File: config.mk
export PLATFORM = sky130hd
export DESIGN_NAME = fetch_unit
export DESIGN_NICKNAME = d
export VERILOG_FILES = /design/src/rtl/cpu_pkg.sv /design/src/rtl/fetch_fifo.sv /design/src/rtl/fetch_unit.sv
export SDC_FILE = /design/constraint.sdc
export NUM_CORES = 1
export LEC_CHECK = 0
export BUFFER_PORTS_ARGS = -buffer_cell sky130_fd_sc_hd__buf_2
export CORE_MARGIN = 1.5
export CORE_UTILIZATION = 40
export DETAILED_ROUTE_END_ITERATION = 8
export GPL_TIMING_DRIVEN = 0
export PLACE_DENSITY = 0.65
export SYNTH_ARGS = -nofsm -noshare
export SYNTH_HDL_FRONTEND = slang
export SYNTH_SLANG_ARGS = --single-unit
File: constraint.sdc
create_clock -name clk -period 3.2 [get_ports clk]
set_clock_uncertainty 0.2 [all_clocks]
set_input_delay 0.32 -clock clk [delete_from_list [all_inputs] [get_ports clk]]
set_output_delay 0.32 -clock clk [all_outputs]
set_load 0.02 [all_outputs]
File: src/rtl/cpu_pkg.sv
// Shared CPU-wide constants for the front-end pipeline stages.
package cpu_pkg;

  localparam int unsigned     XLEN     = 32;
  localparam int unsigned     INSN_W   = 32;
  localparam logic [XLEN-1:0] RESET_PC = 32'h0000_0000;
  localparam logic [31:0]     INSN_NOP = 32'h0000_0013;

endpackage

File: src/rtl/fetch_fifo.sv
// Prefetch buffer between instruction memory and decode; flush beats push/pop.
module fetch_fifo #(
  parameter int unsigned WIDTH = 64,
  parameter int unsigned DEPTH = 4
) (
  input  logic                     clk,
  input  logic                     reset,
  input  logic                     push,
  input  logic [WIDTH-1:0]         push_data,
  input  logic                     pop,
  input  logic                     flush,
  output logic [WIDTH-1:0]         head_data,
  output logic [$clog2(DEPTH):0]   count
);

  localparam int unsigned    AW   = $clog2(DEPTH);
  localparam logic [AW:0]    FULL = (AW+1)'(DEPTH);

  logic [WIDTH-1:0] mem [DEPTH];
  logic [AW-1:0]    rd_ptr;
  logic [AW-1:0]    wr_ptr;
  logic             do_pop;
  logic             do_push;

  always_comb begin
    do_pop    = pop && (count != '0);
    do_push   = push && ((count != FULL) || do_pop);
    head_data = mem[rd_ptr];
  end

  // Storage is reset so the head reads as zero out of reset rather than X.
  always_ff @(posedge clk or negedge reset) begin
    if (!reset) begin
      rd_ptr <= '0;
      wr_ptr <= '0;
      count  <= '0;
      for (int unsigned i = 0; i < DEPTH; i++) mem[i] <= '0;
    end else if (flush) begin
      rd_ptr <= '0;
      wr_ptr <= '0;
      count  <= '0;
    end else begin
      if (do_push) begin
        mem[wr_ptr] <= push_data;
        wr_ptr      <= wr_ptr + 1'b1;
      end
      if (do_pop) rd_ptr <= rd_ptr + 1'b1;
      case ({do_push, do_pop})
        2'b10:   count <= count + 1'b1;
        2'b01:   count <= count - 1'b1;
        default: count <= count;
      endcase
    end
  end

endmodule

File: src/rtl/fetch_unit.sv
// Instruction-fetch stage: owns the fetch PC, issues credit-limited requests
// to 1-cycle instruction memory and buffers responses for decode.
module fetch_unit #(
  parameter int unsigned     XLEN     = cpu_pkg::XLEN,
  parameter int unsigned     INSN_W   = cpu_pkg::INSN_W,
  parameter int unsigned     DEPTH    = 4,
  parameter logic [XLEN-1:0] RESET_PC = XLEN'(cpu_pkg::RESET_PC)
) (
  input  logic              clk,
  input  logic              reset,
  output logic              imem_req,
  output logic [XLEN-1:0]   imem_addr,
  input  logic [INSN_W-1:0] imem_rdata,
  input  logic              redirect_valid,
  input  logic [XLEN-1:0]   redirect_pc,
  output logic              out_valid,
  input  logic              out_ready,
  output logic [INSN_W-1:0] out_insn,
  output logic [XLEN-1:0]   out_pc
);

  localparam int unsigned CW     = $clog2(DEPTH) + 1;
  localparam logic [CW:0] CREDIT = (CW+1)'(DEPTH);

  logic [XLEN-1:0]        fpc;
  logic                   inflight;
  logic [XLEN-1:0]        inflight_pc;
  logic [CW-1:0]          count;
  logic [CW:0]            used;
  logic                   push;
  logic                   pop;
  logic [XLEN+INSN_W-1:0] head;

  // A slot is reserved for every in-flight read, so a response can never overflow.
  always_comb begin
    used      = {1'b0, count} + {{CW{1'b0}}, inflight};
    imem_req  = reset && !redirect_valid && (used < CREDIT);
    imem_addr = fpc;
    push      = inflight && !redirect_valid;
    out_valid = (count != '0);
    pop       = out_valid && out_ready;
    {out_pc, out_insn} = head;
  end

  always_ff @(posedge clk or negedge reset) begin
    if (!reset) begin
      fpc         <= RESET_PC;
      inflight    <= 1'b0;
      inflight_pc <= '0;
    end else if (redirect_valid) begin
      fpc      <= {redirect_pc[XLEN-1:2], 2'b00};
      inflight <= 1'b0;
    end else begin
      inflight <= imem_req;
      if (imem_req) begin
        fpc         <= fpc + XLEN'(4);
        inflight_pc <= fpc;
      end
    end
  end

  fetch_fifo #(
    .WIDTH (XLEN + INSN_W),
    .DEPTH (DEPTH)
  ) u_fifo (
    .clk       (clk),
    .reset     (reset),
    .push      (push),
    .push_data ({inflight_pc, imem_rdata}),
    .pop       (pop),
    .flush     (redirect_valid),
    .head_data (head),
    .count     (count)
  );

endmodule

==> results.toml, run 1 <==
[outcome]
outcome = "finished, violations left"
violations = "negative hold slack"

[floorplan]
die_x_um = 198
pin_count = 166
dieArea_um2 = 39400
fp.coreArea_um2 = 37700
die_h_um = 198
initial_core_util = 0.406
rows = 71

[place]
dp_cells = 1592
dpl_cell_area_um2 = 16800
dp_slack_ps = -190
dp_hpwl_um = 22200
portBuffers = 159
gp_congestion = 0.844

[sta]
finalMaxSlewViolations = 0
slew_headroom = 0.503
hold-worst-slack_ps = -476
period_needed_ps = 2980
fmax_mhz = 335
worst_slack_ps = 218
rsz0062_at_grt = "no"
setup_violations = 0
worstMarginPinSlew_ps = 740
fin_crit_sh = 0.932
hold_viol_final = 111

[critical_path]
criticalPathCategory = "reg -> out"
critPathSlowestCell = "clkdlybuf4s15_2"
critPathBufInv = 3
cp-startpoint = "u_fifo.rd_ptr[1]"
cp.depth = 4
r2r_slack_ps = 510
cpPeakStageDelay_ps = 530
required_ps = 2680
cp.arrival_ps = 2460
rr_startpoint = "inflight"
start_kind = "flip-flop"
crit_path_cell_trace = "clkbuf_1 -> clkdlybuf4s15_2 -> mux4_2 -> buf_2"
path_max_fanout = 10
rr_endpoint = "imem_addr[31]"
critPathTopFamily = "buffers and inverters"
endpoint = "out_pc[12]"
endpoint_kind = "output pin"
r2r_cells = 7

[drt]
wire_per_inst_um = 20.0
first_iter_violations = 372
dr.pass1.iters = 6
wl_um = 34300
drtAntennaViolNets = 0
vias = 8630
remaining_drc_errors = 0
via_per_inst = 5.02

[cells_and_area]
finalNonFillerCells = 1719
num_antenna_cells = 0
finalInstanceArea_um2 = 18600
nNetsFinal = 1257
regArea_um2 = 7910
fill_cells = 3223
area_growth_pct = 21.8
drive_above_1_share = 0.510
multi_input_area_um2 = 6710

[clocking]
cts.sinks = 316
cts_tree = "built"
cts.path.max_buffers = 3
clock-root-buffer = "clkbuf_16"
numCtsBuffers = 36
h-tree-depth = 2
clk_pin_slew_ps = 60
cts_hold_buf = 64
clk_latency_ps = 520

[yosys]
yosysUniqueCellTypes = 38
syn_area_per_cell_um2 = 16.7
ys.flop_type = "dfrtp_1"
synth_top_area_frac = 0.517
ys_warn_count = 0
async_flop_share = 1.00
ys_top_cells_by_area = "dfrtp_1 52%, mux2_4 24%, mux4_2 9.1%"
ys_seq_area_frac = 0.517
yosys.area.top_type = "dfrtp_1"
ys_ff_latch = 316
syn_inst = 917
synth_area_um2 = 15300
synth_edf_count = 0

[global_route]
grt_pass1_vias = 9481
grt_pass1_wl_um = 55600
grt_max_degree = 122
track_usage = 0.181
antenna_found_initial = 0
grt_remaining_overflow = 0

[power]
p_per_area_nw_per_um2 = 794
peakVddDrop_v = 0.000493
power_leakage_nw = 9.24

[worst_hold_path]
hold_path_class = "in -> async"

[run]
maxCapViolCount = 0
## routing by layer
metal | GRT usage | vias to the layer above | share of wire
met5 | 0 | - | 0
met4 | 0.0491 | 0 | 0.021
met3 | 0.0370 | 59 | 0.050
met2 | 0.282 | 217 | 0.46
met1 | 0.258 | 4475 | 0.47
li1 | - | 3879 | -
## flip-flops by register name, indices dropped and copies added, names as in the netlist
| signal | flops |
|---|---|
| u_fifo.wr_ptr | 2 |
| u_fifo.mem | 248 |
| inflight | 1 |
| imem_addr | 30 |
| inflight_pc | 30 |
| u_fifo.rd_ptr | 2 |
| u_fifo.count | 3 |
## Yosys cell counts (2+ instances only)
master	count
nand2_8	4
mux2_2	39
and4_1	5
nor2_1	12
clkbuf_1	15
nor3_1	6
mux2i_1	4
mux4_2	62
nand3_1	11
and3_1	7
mux2_4	240
nor4_1	4
xor2_1	19
buf_2	11
o21ai_0	32
ha_1	5
inv_1	6
a21oi_1	2
nand2_1	41
xnor2_1	13
buf_12	25
and2_1	5
a31oi_1	2
nand4_1	12
o31ai_1	2
buf_4	4
buf_1	3
dfrtp_1	316
## layout make-up
| type | count | share of cell area |
|---|---|---|
| Tap cell | 511 | 0.0344 |
| Inverter | 6 | 0.00121 |
| Buffer | 57 | 0.0356 |
| Sequential cell | 316 | 0.425 |
| Timing Repair Buffer | 226 | 0.0831 |
| Clock buffer | 49 | 0.0554 |
| Clock inverter | 14 | 0.00471 |
| Multi-Input combinational cell | 540 | 0.361 |
## cell families (layout without fill, tap and decap cells)
kind of cell	Yosys count	after routing	synth area share
compound gates	38	38	0.0129
xor+xnor	32	32	0.0183
fa+ha+maj	6	6	0.00540
buf+inv	64	352	0.0442
flops	316	316	0.517
mux	345	345	0.358
other cells	1	4	0.000245
simple gates	115	115	0.0431
## metrics by stage
| step | TNS [ps] | power [W] | util |
|---|---|---|---|
| 2_1_floorplan | 0 | 0.00944 | - |
| 3_3_place_gp | -1676420 | 0.0108 | 0.444 |
| 3_5_place_dp | -4520 | 0.0109 | 0.446 |
| 4_1_cts | 0 | 0.0150 | 0.494 |
| 5_1_grt | 0 | 0.0156 | 0.494 |
| 6_report | 0 | 0.0148 | 0.494 |
## worst min-delay path by stage
stage,end,depth (start not counted)
detailed placement,u_fifo.mem[79],1
finish,u_fifo.mem[209],1
global placement,u_fifo.mem[127],1
floorplan,imem_addr[10],0
global route,u_fifo.mem[209],1
CTS,u_fifo.mem[17],1
## power by group
| group | internal (W) | switching [W] | total, W |
|---|---|---|---|
| combinational | 0.00278 | 0.00211 | 0.00489 |
| sequential | 0.00513 | 0.000838 | 0.00597 |
| clock | 0.00227 | 0.00165 | 0.00392 |
| total | 0.0102 | 0.00460 | 0.0148 |
## placed cells by master (no fill, tap or decap), drive strengths merged, types with 12 or more instances in the layout
cell type and n:
nand2 45, dlygate4sd3 64, clkbuf 64, mux2 279, xor2 19, nand4 13, o21ai 32, nor2 12
buf 202, dfrtp 316, xnor2 13, mux4 62
## what timing repair did
action | in CTS | in global routing
resized for setup | 5 | 8
setup endpoints to repair | 59 | 37
buffers inserted | 0 | 0
endpoints found under the hold margin | 257 | 98
cloned | 1 | 0
No activity file was read; power rests on OpenSTA's default activity.
==> run 2, diff against run 1 <==
CORE_ASPECT_RATIO = 1.75   (was default)
==> results.toml, run 2 (synthesis results as in run 1) <==
[cells_and_area]
regMostFlops = "u_fifo.mem"
num_antenna_cells = 0
area_growth_pct = 20.4
layout_common_cells = "315 x dfrtp_1, 240 x mux2_4, 169 x buf_2"
nNetsFinal = 1252
largest_reg_flops = 248
drive_above_1_share = 0.499
finalInstanceArea_um2 = 18400
final_common_cell = "dfrtp_1"

[critical_path]
r2r_cells = 7
endpoint_kind = "output pin"
crit_path_cell_trace = "clkbuf_1 -> nand3_1 -> nand2_1 -> nor2_1 -> buf_2 -> buf_2"
cp.arrival_ps = 2480
r2r_slack_ps = 480
cpPeakStageDelay_ps = 360
start_kind = "flip-flop"
path_common_cell = "buf_2"
path_max_fanout = 10
required_ps = 2680
rr_startpoint = "inflight"
criticalPathCategory = "reg -> out"
rr_endpoint = "imem_addr[31]"
critPathSlowestCell = "dfrtp_1"

[clocking]
clk_pin_slew_ps = 60
numCtsBuffers = 30
cts_hold_buf = 67
cts.path.max_buffers = 3
clk_latency_ps = 560
clock-root-buffer = "clkbuf_16"
cts.sinks = 316
h-tree-depth = 1
cts_tree = "built"

[outcome]
violations = "negative hold slack"
outcome = "finished, violations left"

[floorplan]
pin_count = 166
die_h_um = 262
initial_core_util = 0.406
fp.coreArea_um2 = 37600
die_x_um = 151
dieArea_um2 = 39400
rows = 94

[drt]
vias = 8609
via_per_inst = 5.12
wire_per_inst_um = 20.9
wl_um = 35100
dr.pass1.iters = 4
first_iter_violations = 298
remaining_drc_errors = 0
drtAntennaViolNets = 0

[sta]
finalMaxSlewViolations = 0
setup_violations = 0
tns_ps = 0
rsz0062_at_grt = "no"
worstMarginPinSlew_ps = 741
slew_headroom = 0.502
fin_crit_sh = 0.936
hold-worst-slack_ps = -411
period_needed_ps = 3000
fmax_mhz = 334
hold_viol_final = 316

[place]
dpl_cell_area_um2 = 16800
portBuffers = 159
dp_hpwl_um = 23900
gp_congestion = 0.780

[worst_hold_path]
hold_path_class = "in -> async"

[global_route]
track_usage = 0.184
grt_max_degree = 116
grt_pass1_wl_um = 56200
grt_remaining_overflow = 0
antenna_found_initial = 0
grt_pass1_vias = 9687

[power]
p_per_area_nw_per_um2 = 782
peakVddDrop_v = 0.000356
power_leakage_nw = 9.13

[run]
maxCapViolCount = 0
==> run 2: worst max path at each step <==
stage,start,end,slack (ps),cells after the start
2_1_floorplan,u_fifo.count[0],u_fifo.count[2],970,7
3_5_place_dp,reset,inflight_pc[19],-150,7
4_1_cts,u_fifo.rd_ptr[1],out_pc[22],90,3
3_3_place_gp,reset,imem_req,-4810,6
6_report,inflight,imem_req,200,6
5_1_grt,inflight,imem_req,30,6
==> run 2: critical path: cells and delay by family, from the launching register on <==
family	cells	cell delay [ps]
buffers and inverters	3	740
flip-flops	1	360
AND/OR/NAND/NOR	3	810
==> run 2: cell type report <==
class                   count  area, um2
multi-input cells         540       6710
repair buffers            228       1550
clock inverters             9       72.6
plain buffers              56        653
fillers                  3245      19200
clock buffers              45        878
well taps                 480        601
inverters                   6       22.5
flip-flops and latches    316       7910
==> run 2: power by group <==
group / internal [W] / switching, W / total (W) / leakage [nW]
sequential: 0.00513 / 0.000870 / 0.00600 / 4.09
combinational: 0.00278 / 0.00212 / 0.00490 / 4.58
clock: 0.00197 / 0.00153 / 0.00349 / 0.470
total: 0.00987 / 0.00452 / 0.0144 / 9.13
==> run 2: repair_timing <==
item,CTS,global route
buffers inserted,0,0
gates resized for setup,4,0
setup endpoints to repair,60,0
hold endpoints to repair,257,316
==> run 2: through the flow <==
| step | power [W] | cells | utilization | hold WS (ps) | setup slack, ps |
|---|---|---|---|---|---|
| final | 0.0144 | 1680 | 0.489 | -411 | 205 |
| after global routing | 0.0152 | 1680 | 0.489 | -391 | 31.3 |
| after CTS | 0.0146 | 1680 | 0.489 | -404 | 89.2 |
| after detailed placement | 0.0110 | 1561 | 0.445 | 195 | -153 |
| after global placement | 0.0108 | 1559 | 0.444 | 283 | -4810 |
| after floorplan | 0.00944 | 920 | - | -176 | 973 |
==> run 2: routing by layer <==
metal | vias to the layer above | track usage | routed length, um
li1 | 3870 | - | -
met1 | 4514 | 0.227 | 14300
met2 | 173 | 0.334 | 18800
met3 | 52 | 0.0213 | 1100
met4 | 0 | 0.0596 | 826
met5 | - | 0 | 0
==> run 3, diff against run 2 <==
CORE_UTILIZATION = 55   (was 40)
GPL_TIMING_DRIVEN = default   (was 0)
PLACE_DENSITY = 0.82   (was 0.65)
==> results.toml, run 3 (synthesis results as in run 1) <==
[global_route]
grt_pass1_vias = 9661
met2_usage = 0.423
met3_usage = 0.0318
grt_max_degree = 159
grt-busiest-layer = "met2"
track_usage = 0.241
met1_usage = 0.303
grt_remaining_overflow = 0
grt_pass1_wl_um = 54100
antenna_found_initial = 1

[power]
peakVddDrop_v = 0.000440
power_leakage_nw = 8.88
p_per_area_nw_per_um2 = 805

[drt]
vias = 8613
wl_um = 33400
first_iter_violations = 452
via_per_inst = 5.63
wire_per_inst_um = 21.9
drtAntennaViolNets = 0
remaining_drc_errors = 0
dr.pass1.iters = 5

[sta]
setup_violations = 0
worstMarginPinSlew_ps = 1130
finalMaxSlewViolations = 0
rsz0062_at_grt = "no"
slew_headroom = 0.248
tns_ps = 0
fmax_mhz = 355
fin_crit_sh = 0.881
hold_viol_final = 0
period_needed_ps = 2820

[critical_path]
path_max_fanout = 17
cp.arrival_ps = 2300
criticalPathCategory = "reg -> out"
required_ps = 2680
start_kind = "flip-flop"
critPathBufInv = 2
endpoint_kind = "output pin"
crit_path_cell_trace = "buf_4 -> mux4_2 -> buf_2"
critPathTopFamily = "flip-flops"
cpPeakStageDelay_ps = 670
critPathSlowestCell = "dfrtp_4"

[cells_and_area]
finalInstanceArea_um2 = 17800
multi_input_area_um2 = 6720
fill_cells = 1803
regArea_um2 = 7920
nNetsFinal = 1214
area_growth_pct = 16.6
largest_reg_flops = 248
fin_util = 0.652
layout_common_cells = "314 x dfrtp_1, 240 x mux2_4, 158 x buf_2"
drive_above_1_share = 0.503
final_common_cell = "dfrtp_1"
regMostFlops = "u_fifo.mem"

[worst_hold_path]
hold_path_class = "in -> reg"

[place]
dpl_cell_area_um2 = 16200
dp_hpwl_um = 20800
gp_congestion = 0.808
portBuffers = 159

[clocking]
cts_resized = 0
cts_setup_buffers = 0
cts.path.max_buffers = 3
clk_pin_slew_ps = 60
h-tree-depth = 1
clk_latency_ps = 560
clock-root-buffer = "clkbuf_16"
cts_tree = "built"
numCtsBuffers = 29
cts.sinks = 316

[floorplan]
dieArea_um2 = 28800
pin_count = 166
initial_core_util = 0.559
die_x_um = 129
die_h_um = 224
fp.coreArea_um2 = 27300
rows = 80

[outcome]
outcome = "finished clean"

[run]
maxCapViolCount = 0
run 3: layout make-up:
| type | count | area share |
|---|---|---|
| Sequential cell | 316 | 0.444 |
| Antenna cell | 1 | 0.000140 |
| Clock inverter | 15 | 0.00751 |
| Inverter | 6 | 0.00126 |
| Multi-Input combinational cell | 540 | 0.377 |
| Tap cell | 369 | 0.0259 |
| Clock buffer | 36 | 0.0450 |
| Timing Repair Buffer | 247 | 0.0992 |
run 3: final timing paths:
kind / start / end / slack [ps] / cells after the start
min reg2reg: u_fifo.mem[64] / u_fifo.mem[64] / 300 / 1
min in group asynchronous: reset / imem_addr[29] / 290 / 3
max reg2reg: u_fifo.count[1] / imem_addr[31] / 490 / 6
max in group asynchronous: reset / u_fifo.rd_ptr[0] / 1510 / 3
max: u_fifo.rd_ptr[0] / out_insn[2] / 380 / 3
min: out_ready / u_fifo.count[0] / 20 / 5
run 3: timing repair:
item	CTS	global route
hold buffers	66	0
setup endpoints to repair	0	0
hold endpoints to repair	475	0
run 3: power breakdown:
part / leakage [nW] / internal (W) / switching, W / total [W]
Sequential: 4.08 / 0.00513 / 0.000922 / 0.00605
Combinational: 4.33 / 0.00277 / 0.00207 / 0.00484
Clock: 0.468 / 0.00193 / 0.00152 / 0.00345
run 3: worst register-to-register path, cell delays in order (launching register included):
cell           delay [ps]
dfrtp_1               470
nand3_1               260
and4_1                340
nand4_1               230
or3_1                 390
a31oi_1               170
dlygate4sd3_1         560
run 3: layer usage:
metal | part of all wire | vias up
li1 | - | 3785
met1 | 0.40 | 4501
met2 | 0.53 | 259
met3 | 0.044 | 68
met4 | 0.031 | 0
met5 | 0 | -
run 3: through the flow:
stage                     setup WS (ps)  std cells  hold slack [ps]  power (W)
after detailed placement            607       1412              287     0.0109
after global placement              620       1412              282     0.0107
after global routing                275       1529             40.2     0.0150
final                               379       1530             22.8     0.0143
after floorplan                     973        920             -176    0.00944
after CTS                           317       1529             3.18     0.0144
